## src/rtl/keypad_pkg.sv

```systemverilog
// Shared key codes and FSM state encoding for the keypad entry controller.
package keypad_pkg;

    localparam logic [3:0] KEY_STAR = 4'd10;
    localparam logic [3:0] KEY_HASH = 4'd11;

    typedef enum logic [2:0] {
        IDLE,
        PRESS_DB,
        HELD,
        RELEASE_DB,
        SUBMIT
    } state_t;

endpackage

```

## src/rtl/key_debounce.sv

```systemverilog
// Tick-qualified consecutive-sample counter; shared by press and release qualification.
module key_debounce #(
    parameter int TICKS = 3
) (
    input  logic clock,
    input  logic resetn,
    input  logic sample_tick,
    input  logic run,
    input  logic match,
    output logic hit
);

    localparam int CW = $clog2(TICKS + 1);

    logic [CW-1:0] count_q;
    logic [CW-1:0] count_d;
    logic [CW:0]   count_inc;

    // run=0 drops the count, match=0 restarts it at one with the new sample
    always_comb begin
        count_inc = {1'b0, count_q} + (CW+1)'(1);
        count_d   = count_q;
        hit       = 1'b0;
        if (sample_tick) begin
            if (!run) begin
                count_d = '0;
            end else if (!match) begin
                count_d = CW'(1);
            end else begin
                count_d = count_inc[CW-1:0];
                hit     = (count_inc >= (CW+1)'(TICKS));
            end
        end
    end

    always_ff @(posedge clock or negedge resetn) begin
        if (!resetn) begin
            count_q <= '0;
        end else begin
            count_q <= count_d;
        end
    end

endmodule

```

## src/rtl/keypad_entry_ctrl.sv

```systemverilog
// Keypad entry sequencer: debounced presses -> digit/clear/submit actions -> valid/ready entry.
// Optional inactivity timeout enabled with `define KEYPAD_TIMEOUT_EN.
//   state      | meaning
//   IDLE       | no key down, waiting for a valid sample
//   PRESS_DB   | qualifying a candidate key code
//   HELD       | press accepted, waiting for release
//   RELEASE_DB | qualifying the release
//   SUBMIT     | entry presented, waiting for entry_ready
module keypad_entry_ctrl
    import keypad_pkg::*;
#(
    parameter int DEBOUNCE_TICKS = 3,
    parameter int MAX_DIGITS     = 4,
    parameter int VALUE_W        = 14,
    parameter int TIMEOUT_TICKS  = 1000
) (
    input  logic               clock,
    input  logic               resetn,
    input  logic               sample_tick,
    input  logic               key_valid,
    input  logic [3:0]         key_code,
    input  logic               entry_ready,
    output logic               entry_valid,
    output logic [VALUE_W-1:0] entry_value,
    output logic [3:0]         digit_count,
    output logic               key_event,
    output logic [3:0]         key_event_code,
    output logic               err
);

    state_t               state_q, state_d;
    logic [3:0]           cand_q, cand_d;
    logic [VALUE_W-1:0]   value_q, value_d;
    logic [3:0]           digits_q, digits_d;
    logic                 key_event_q, key_event_d;
    logic [3:0]           event_code_q, event_code_d;
    logic                 err_q, err_d;
    logic                 entry_valid_q, entry_valid_d;
    logic [VALUE_W+3:0]   mac;
    logic                 db_run, db_match, db_hit;

`ifdef KEYPAD_TIMEOUT_EN
    localparam int TW = $clog2(TIMEOUT_TICKS + 1);
    logic [TW-1:0] idle_left_q, idle_left_d;
`else
    localparam int unused_timeout_ticks = TIMEOUT_TICKS;
`endif

    key_debounce #(.TICKS(DEBOUNCE_TICKS)) u_debounce (
        .clock       (clock),
        .resetn      (resetn),
        .sample_tick (sample_tick),
        .run         (db_run),
        .match       (db_match),
        .hit         (db_hit)
    );

    always_comb begin
        state_d       = state_q;
        cand_d        = cand_q;
        value_d       = value_q;
        digits_d      = digits_q;
        event_code_d  = event_code_q;
        entry_valid_d = entry_valid_q;
        key_event_d   = 1'b0;
        err_d         = 1'b0;
        db_run        = 1'b0;
        db_match      = 1'b0;
        mac = ({4'd0, value_q} << 3) + ({4'd0, value_q} << 1) + {{VALUE_W{1'b0}}, cand_q};

        case (state_q)
            IDLE: begin
                db_run = key_valid;
                if (sample_tick && key_valid) begin
                    cand_d  = key_code;
                    state_d = PRESS_DB;
                end
            end
            PRESS_DB: begin
                db_run   = key_valid;
                db_match = (key_code == cand_q);
                if (sample_tick) begin
                    if (!key_valid) begin
                        state_d = IDLE;
                    end else if (!db_match) begin
                        cand_d = key_code;
                    end else if (db_hit) begin
                        key_event_d  = 1'b1;
                        event_code_d = cand_q;
                        state_d      = HELD;
                        if (cand_q <= 4'd9) begin
                            if (digits_q < 4'(MAX_DIGITS)) begin
                                value_d  = VALUE_W'(mac);
                                digits_d = digits_q + 4'd1;
                            end else begin
                                err_d = 1'b1;
                            end
                        end else if (cand_q == KEY_STAR) begin
                            value_d  = '0;
                            digits_d = '0;
                        end else if (cand_q == KEY_HASH) begin
                            if (digits_q == 4'd0) begin
                                err_d = 1'b1;
                            end else begin
                                entry_valid_d = 1'b1;
                                state_d       = SUBMIT;
                            end
                        end else begin
                            err_d = 1'b1;
                        end
                    end
                end
            end
            HELD: begin
                db_run = !key_valid;
                if (sample_tick && !key_valid) begin
                    state_d = RELEASE_DB;
                end
            end
            RELEASE_DB: begin
                db_run   = !key_valid;
                db_match = 1'b1;
                if (sample_tick) begin
                    if (key_valid) begin
                        state_d = HELD;
                    end else if (db_hit) begin
                        state_d = IDLE;
                    end
                end
            end
            SUBMIT: begin
                // the '#' key is usually still down here, so go via HELD
                if (entry_valid_q && entry_ready) begin
                    entry_valid_d = 1'b0;
                    value_d       = '0;
                    digits_d      = '0;
                    state_d       = HELD;
                end
            end
            default: state_d = IDLE;
        endcase

`ifdef KEYPAD_TIMEOUT_EN
        idle_left_d = idle_left_q;
        if (key_event_d) begin
            idle_left_d = TW'(TIMEOUT_TICKS);
        end else if (state_q == IDLE && digits_q != 4'd0 && sample_tick) begin
            if (idle_left_q <= TW'(1)) begin
                value_d     = '0;
                digits_d    = '0;
                err_d       = 1'b1;
                idle_left_d = TW'(TIMEOUT_TICKS);
            end else begin
                idle_left_d = idle_left_q - TW'(1);
            end
        end
`endif
    end

    always_ff @(posedge clock or negedge resetn) begin
        if (!resetn) begin
            state_q       <= IDLE;
            cand_q        <= '0;
            value_q       <= '0;
            digits_q      <= '0;
            key_event_q   <= 1'b0;
            event_code_q  <= '0;
            err_q         <= 1'b0;
            entry_valid_q <= 1'b0;
`ifdef KEYPAD_TIMEOUT_EN
            idle_left_q   <= TW'(TIMEOUT_TICKS);
`endif
        end else begin
            state_q       <= state_d;
            cand_q        <= cand_d;
            value_q       <= value_d;
            digits_q      <= digits_d;
            key_event_q   <= key_event_d;
            event_code_q  <= event_code_d;
            err_q         <= err_d;
            entry_valid_q <= entry_valid_d;
`ifdef KEYPAD_TIMEOUT_EN
            idle_left_q   <= idle_left_d;
`endif
        end
    end

    assign entry_valid    = entry_valid_q;
    assign entry_value    = value_q;
    assign digit_count    = digits_q;
    assign key_event      = key_event_q;
    assign key_event_code = event_code_q;
    assign err            = err_q;

endmodule

```

## config.mk

```make
export PLATFORM = sky130hd
export DESIGN_NAME = keypad_entry_ctrl
export DESIGN_NICKNAME = d
export VERILOG_FILES = /design/src/rtl/keypad_pkg.sv /design/src/rtl/key_debounce.sv /design/src/rtl/keypad_entry_ctrl.sv
export SDC_FILE = /design/constraint.sdc
export NUM_CORES = 1
export LEC_CHECK = 0
export CAP_MARGIN = 20
export CORE_ASPECT_RATIO = 0.5
export CORE_MARGIN = 5
export CORE_UTILIZATION = 49
export DETAILED_ROUTE_END_ITERATION = 7
export GPL_TIMING_DRIVEN = 1
export PLACE_DENSITY = 0.82
export SYNTH_ARGS = -nofsm -noshare
export SYNTH_HDL_FRONTEND = slang
export SYNTH_SLANG_ARGS = --single-unit
```

## constraint.sdc

```tcl
create_clock -name clock -period 2.5 [get_ports clock]
set_clock_uncertainty 0.15 [all_clocks]
set_input_delay 0.625 -clock clock [delete_from_list [all_inputs] [get_ports clock]]
set_output_delay 0.625 -clock clock [all_outputs]
set_load 0.03 [all_outputs]
```

-- Yosys cells after proc, flatten, opt, wreduce, memory -nomap -nowiden
Index checks and enable logic that the tools add are counted.
- output and inout port bits: 25
- bits of input ports: 9
- bits in registers: 34
- logic and storage cells: 126
- mux-type cells: 70
- $add $sub $neg: 4
- order comparisons: 3
- eq/ne operators: 25
- reduce and logical (&&, ||, !) cells: 15
- operators by type and width (kind ; number):
    14-bit two-way mux ; 8
    4-bit two-way mux ; 12
    3-bit two-way mux ; 14
    14-bit case mux with 2 select lines ; 1
    1-bit two-way mux ; 27
    2-bit inequality test, second input constant ; 13
    4-bit case mux with 2 select lines ; 2
    8-bit AND reduction ; 2
    3-bit inequality test, second input constant ; 5
    3-bit case mux with 5 select lines ; 1
    14-bit adder ; 1
    14-bit by 4-bit adder with 14-bit output ; 1
    10-bit AND reduction ; 1
    5-bit AND reduction ; 2
    4-bit == test, second input constant ; 2
    3-bit by 2-bit == test with 1-bit output, second input constant ; 2
    1-bit case mux with 2 select lines ; 3
    4-bit by 1-bit adder with 4-bit output, second input constant ; 1
    4-bit == test ; 1
    4-bit <= comparator, second input constant ; 1
    4-bit logical NOT ; 1
    4-bit by 3-bit < comparator with 1-bit output, second input constant ; 1
    2-bit two-way mux ; 2
    2-bit nonzero test ; 2
    other kinds (8) ; 11

-- Logic depth before layout (Yosys ltp)
- depth in word-level cells: 10
- gate-level depth with buffers: 11
- gate-level depth less buffers: 10

-- Modules after synthesis
A second synthesis with hierarchy kept.
- cell total of the unflattened synthesis: 242
- area, all modules: 2401.1 µm²
- modules (own cells, without submodules) (module ; times used ; cells each ; seq. area each (µm²) ; area an instance (µm²)):
    keypad_entry_ctrl ; 1 ; 230 ; 800.8 ; 2277.2
    key_debounce ; 1 ; 12 ; 50.0 ; 123.9

-- Least setup slack after synthesis
OpenSTA, ideal clock, no wires.
- kind: register to register
- start point: register value_q[0], in the netlist entry_value[0]
- end point: register value_q[12], in the netlist entry_value[12]
- path buffers: 0
- library setup time: 95 ps
- path slack: -390 ps
- clock period less this slack: 2890 ps
- data required time: 2255 ps
- cell stages (with the launch flop): 10
- arrival: 2644 ps
- cell sequence: dfrtp_1 > inv_1 > fa_1 > fa_1 > nor2b_1 > o31a_1 > o211a_1 > o21ai_0 > and3_1 > o31ai_1
- word-level cells in the longest chain between the ends: 9
- ends and longest elaborated chain (item ; RTL line ; text):
    start: declaration ; keypad_entry_ctrl.sv:33 ; logic [VALUE_W-1:0] value_q, value_d;
    start signal: assignment ; keypad_entry_ctrl.sv:176 ; value_q <= value_d;
    14-bit adder ; keypad_entry_ctrl.sv:69 ; mac = ({4'd0, value_q} << 3) + ({4'd0, value_q} << 1) + {{VALUE_W{1'b0}}, cand_q};
    14-bit by 4-bit adder with 14-bit output ; keypad_entry_ctrl.sv:69 ;
    14-bit two-way mux ; keypad_entry_ctrl.sv:92 ; if (digits_q < 4'(MAX_DIGITS)) begin
    14-bit two-way mux ; keypad_entry_ctrl.sv:91 ; if (cand_q <= 4'd9) begin
    14-bit two-way mux ; keypad_entry_ctrl.sv:87 ; end else if (db_hit) begin
    14-bit two-way mux ; keypad_entry_ctrl.sv:85 ; end else if (!db_match) begin
    14-bit two-way mux ; keypad_entry_ctrl.sv:83 ; if (!key_valid) begin
    14-bit two-way mux ; keypad_entry_ctrl.sv:82 ; if (sample_tick) begin
    14-bit case mux with 2 select lines ; keypad_entry_ctrl.sv:71 ; case (state_q)
No other way between the ends. The select of a mux whose other input is x is not followed.
A chain may end at the register's enable or synchronous reset.

-- Worst setup path in the final report
- start point: register value_q[0], in the netlist entry_value[0]
- end point: register value_q[10], in the netlist entry_value[10]
Same word-level chain as after synthesis.

==> impl_metrics.csv <==
group,metric,value,unit
synth,synth_area_leaders,"dfrtp_1 37%, ha_1 14%, nand2_1 4.9%",
critical_path,worstPathArrival,2.67,ns
synth,netlist_instances,246,
placed_design,dp.cells,365,
placed_design,gp_congestion,0.864,
hold_path,hold_end,"entry_value[13]",
critical_path,crit_path_max_fanout,3,
cells_and_area,stdcell_area,3190,um2
clock_tree,htree_levels,2,
placed_design,pre_cts_slack,-0.283,ns
synth,seq_area_frac_synth,36.7,%
timing,layout_min_cycle_time,2.63,ns
critical_path,cp-start-kind,"register",
critical_path,r2r_slack,-0.13,ns
critical_path,path_common_cell,"buf_4",
grt,track_usage,19.9,%
grt,grt.overflow.total,0,
floorplan,die_area,6290,um2
cells_and_area,diodes,0,
timing,finalMaxSlewViolations,0,
clock_tree,clk-insertion-delay-late,0.30,ns
timing,fmax,381,MHz
grt,antenna_found_initial,0,
clock_tree,cts_tree,"yes",
synth,synth-seq-cells,34,
synth,syn_nets,283,
detailed_routing,postRouteAntennaNets,0,
synth,netlist_area,2320,um2
synth,synth.largest_area_cell,"dfrtp_1",
floorplan,io_pins,34,
floorplan,core_area,4490,um2
flow_run,drv_cap,0,
timing,slew-limit-headroom,70.6,%
synth,synth_top_area_share,36.7,%
clock_tree,clk_path_buf_depth,2,
hold_path,hold_depth,2,
detailed_routing,firstDrtPassIters,4,
timing,tightestPinTransition,0.441,ns
hold_path,hp-class,"register to register",
grt,grt_max_degree,35,
detailed_routing,via_count,2109,
cells_and_area,fin_cells,374,
timing,period_share,105,%
timing,fin_setup_tns,-0.326,ns
critical_path,max_stage_delay,0.57,ns
floorplan,row_count,17,
timing,finalSetupViolations,4,
detailed_routing,wl,6010,um
detailed_routing,drt_iter0_drc,83,
synth,synth_most_common_cell,"dfrtp_1",
floorplan,start_util,51.7,%
timing,timing.final.ws_setup,-0.126,ns
clock_tree,clkTransAtPathRegs,0.08,ns
critical_path,worstRegToRegCells,9,
floorplan,die_y,58.6,um
placed_design,hpwl,4210,um
critical_path,cp.required,2.54,ns
synth,synth.distinct_cells,41,
detailed_routing,avgRoutedWirePerCell,16.1,um
hold_path,hp-start,"entry_value[13]",
synth,synth_edf_count,0,
detailed_routing,drc,0,
critical_path,cpLargestDelayFamily,"adder cells",
power,leakage,1.49,nW
timing,rsz0062_at_grt,"true",
cells_and_area,n_fill_cell,298,
synth,synth_warnings,0,
critical_path,cp_cell_sequence,"inv_2, fa_1, fa_2, nor2b_4, o31a_1, o211a_1, buf_4, buf_4, o41ai_2",
cells_and_area,final_nets,344,
clock_tree,clock_sinks,34,
grt,grt_pass1_wl,9890,um
cells_and_area,layout-drive-gt1-share,24.4,%
timing,hold_slack,0.348,ns
placed_design,placed_area,2990,um2
critical_path,end_kind,"register",
synth,synth-main-ff-cell,"dfrtp_1",
detailed_routing,viasPerCell,5.64,
critical_path,cp_num_buf_inv,3,
synth,async_flop_share,100,%
synth,syn_avg_cell_area,9.42,um2
power,peakVddDrop,0.465,mV
clock_tree,cts_root_buffer,"clkbuf_8",
placed_design,portBuffers,33,
power,finalPower,1.88,mW
cells_and_area,syn_to_final_growth,37.8,%
critical_path,startpoint,"entry_value[0]",
status,status,"finished, violations left",
cells_and_area,fin_util,71.2,%
power,p_per_area,588,nW/um2
status,failed_checks,"setup timing",
synth,ys_top_cells_by_count,"34 x dfrtp_1, 30 x nand2_1, 26 x ha_1",
critical_path,r2r_end,"entry_value[10]",
critical_path,critPathKind,"register to register",
floorplan,die_w,107,um
clock_tree,cts_buffers,5,
timing,final_hold_viol_count,0,
critical_path,worstReg2RegStart,"entry_value[0]",
grt,grt_pass1_vias,2093,
critical_path,critPathSlowestCell,"fa_1",
-- cells in the final DEF, fill, tap and decap left out, drive strengths merged, types with 7 or more instances in the layout --
cell           Yosys  layout
buf                5      29
inv               17      17
nand2             30      30
ha                26      26
mux2               7       7
clkdlybuf4s50      0      30
nor2              11      11
a21oi             18      18
o21ai             23      23
dfrtp             34      34
xor2               7       7
-- metal layers --
| metal | global-route usage [%] | share of wire [%] |
|---|---|---|
| met4 | 7.83 | 2.0 |
| met2 | 34.8 | 51 |
| met5 | 0 | 0 |
| met1 | 24.9 | 43 |
| met3 | 3.50 | 3.9 |
-- cell families (layout without fill, tap and decap cells) --
group	count (synthesis)	after routing	share of synthesized area, %
and+or+nand+nor	69	69	14.6
AOI/OAI and AO/OA	70	70	20.3
buffers and inverters	25	87	4.32
muxes	7	7	3.40
DFF	34	34	36.7
xor gates and xnor gates	13	13	4.91
adders and majority gates	28	28	15.8
-- power breakdown --
part	internal, mW	total, mW	switching, mW
Sequential	0.606	0.698	0.0916
Clock	0.294	0.522	0.228
Combinational	0.295	0.660	0.365
-- final cells by class --
cell class / instances / area, um2 / area share, %
clock buffers: 5 / 68.8 / 2.15
clock inverters: 3 / 40.0 / 1.25
inverters: 17 / 63.8 / 2.00
multi-input cells: 187 / 1520 / 47.5
flip-flops and latches: 34 / 855 / 26.8
well taps: 66 / 82.6 / 2.59
repair buffers: 62 / 568 / 17.8
-- flip-flops by register name, summed over array words and instances, names as in the netlist --
name and count:
cand_q 4, digit_count 4, err 1, entry_valid 1, key_event_code 4, entry_value 14
key_event 1, u_debounce.count_q 2, state_q 3
-- worst min-delay path: stages (launching register included) --
cell and delay [ns]:
dfrtp_1 0.35, nand2_1 0.05, o21ai_1 0.06
-- repair_timing --
item                       4_1_cts  5_1_grt
buffers inserted                 1        0
pin swaps                        9       12
setup endpoints to repair        3       14
hold buffers                     0        0
resized for setup                5       16
-- how the worst max path moves through the flow --
stage	cells past startpoint	slack, ns	endpoint
global placement	7	-0.23	cand_q[1]
finish	9	-0.13	entry_value[10]
detailed placement	7	-0.28	cand_q[1]
CTS	9	-0.10	entry_value[12]
global route	9	-0.22	entry_value[10]
floorplan	9	-0.06	entry_value[12]
Power figures use the tool's default switching activity.
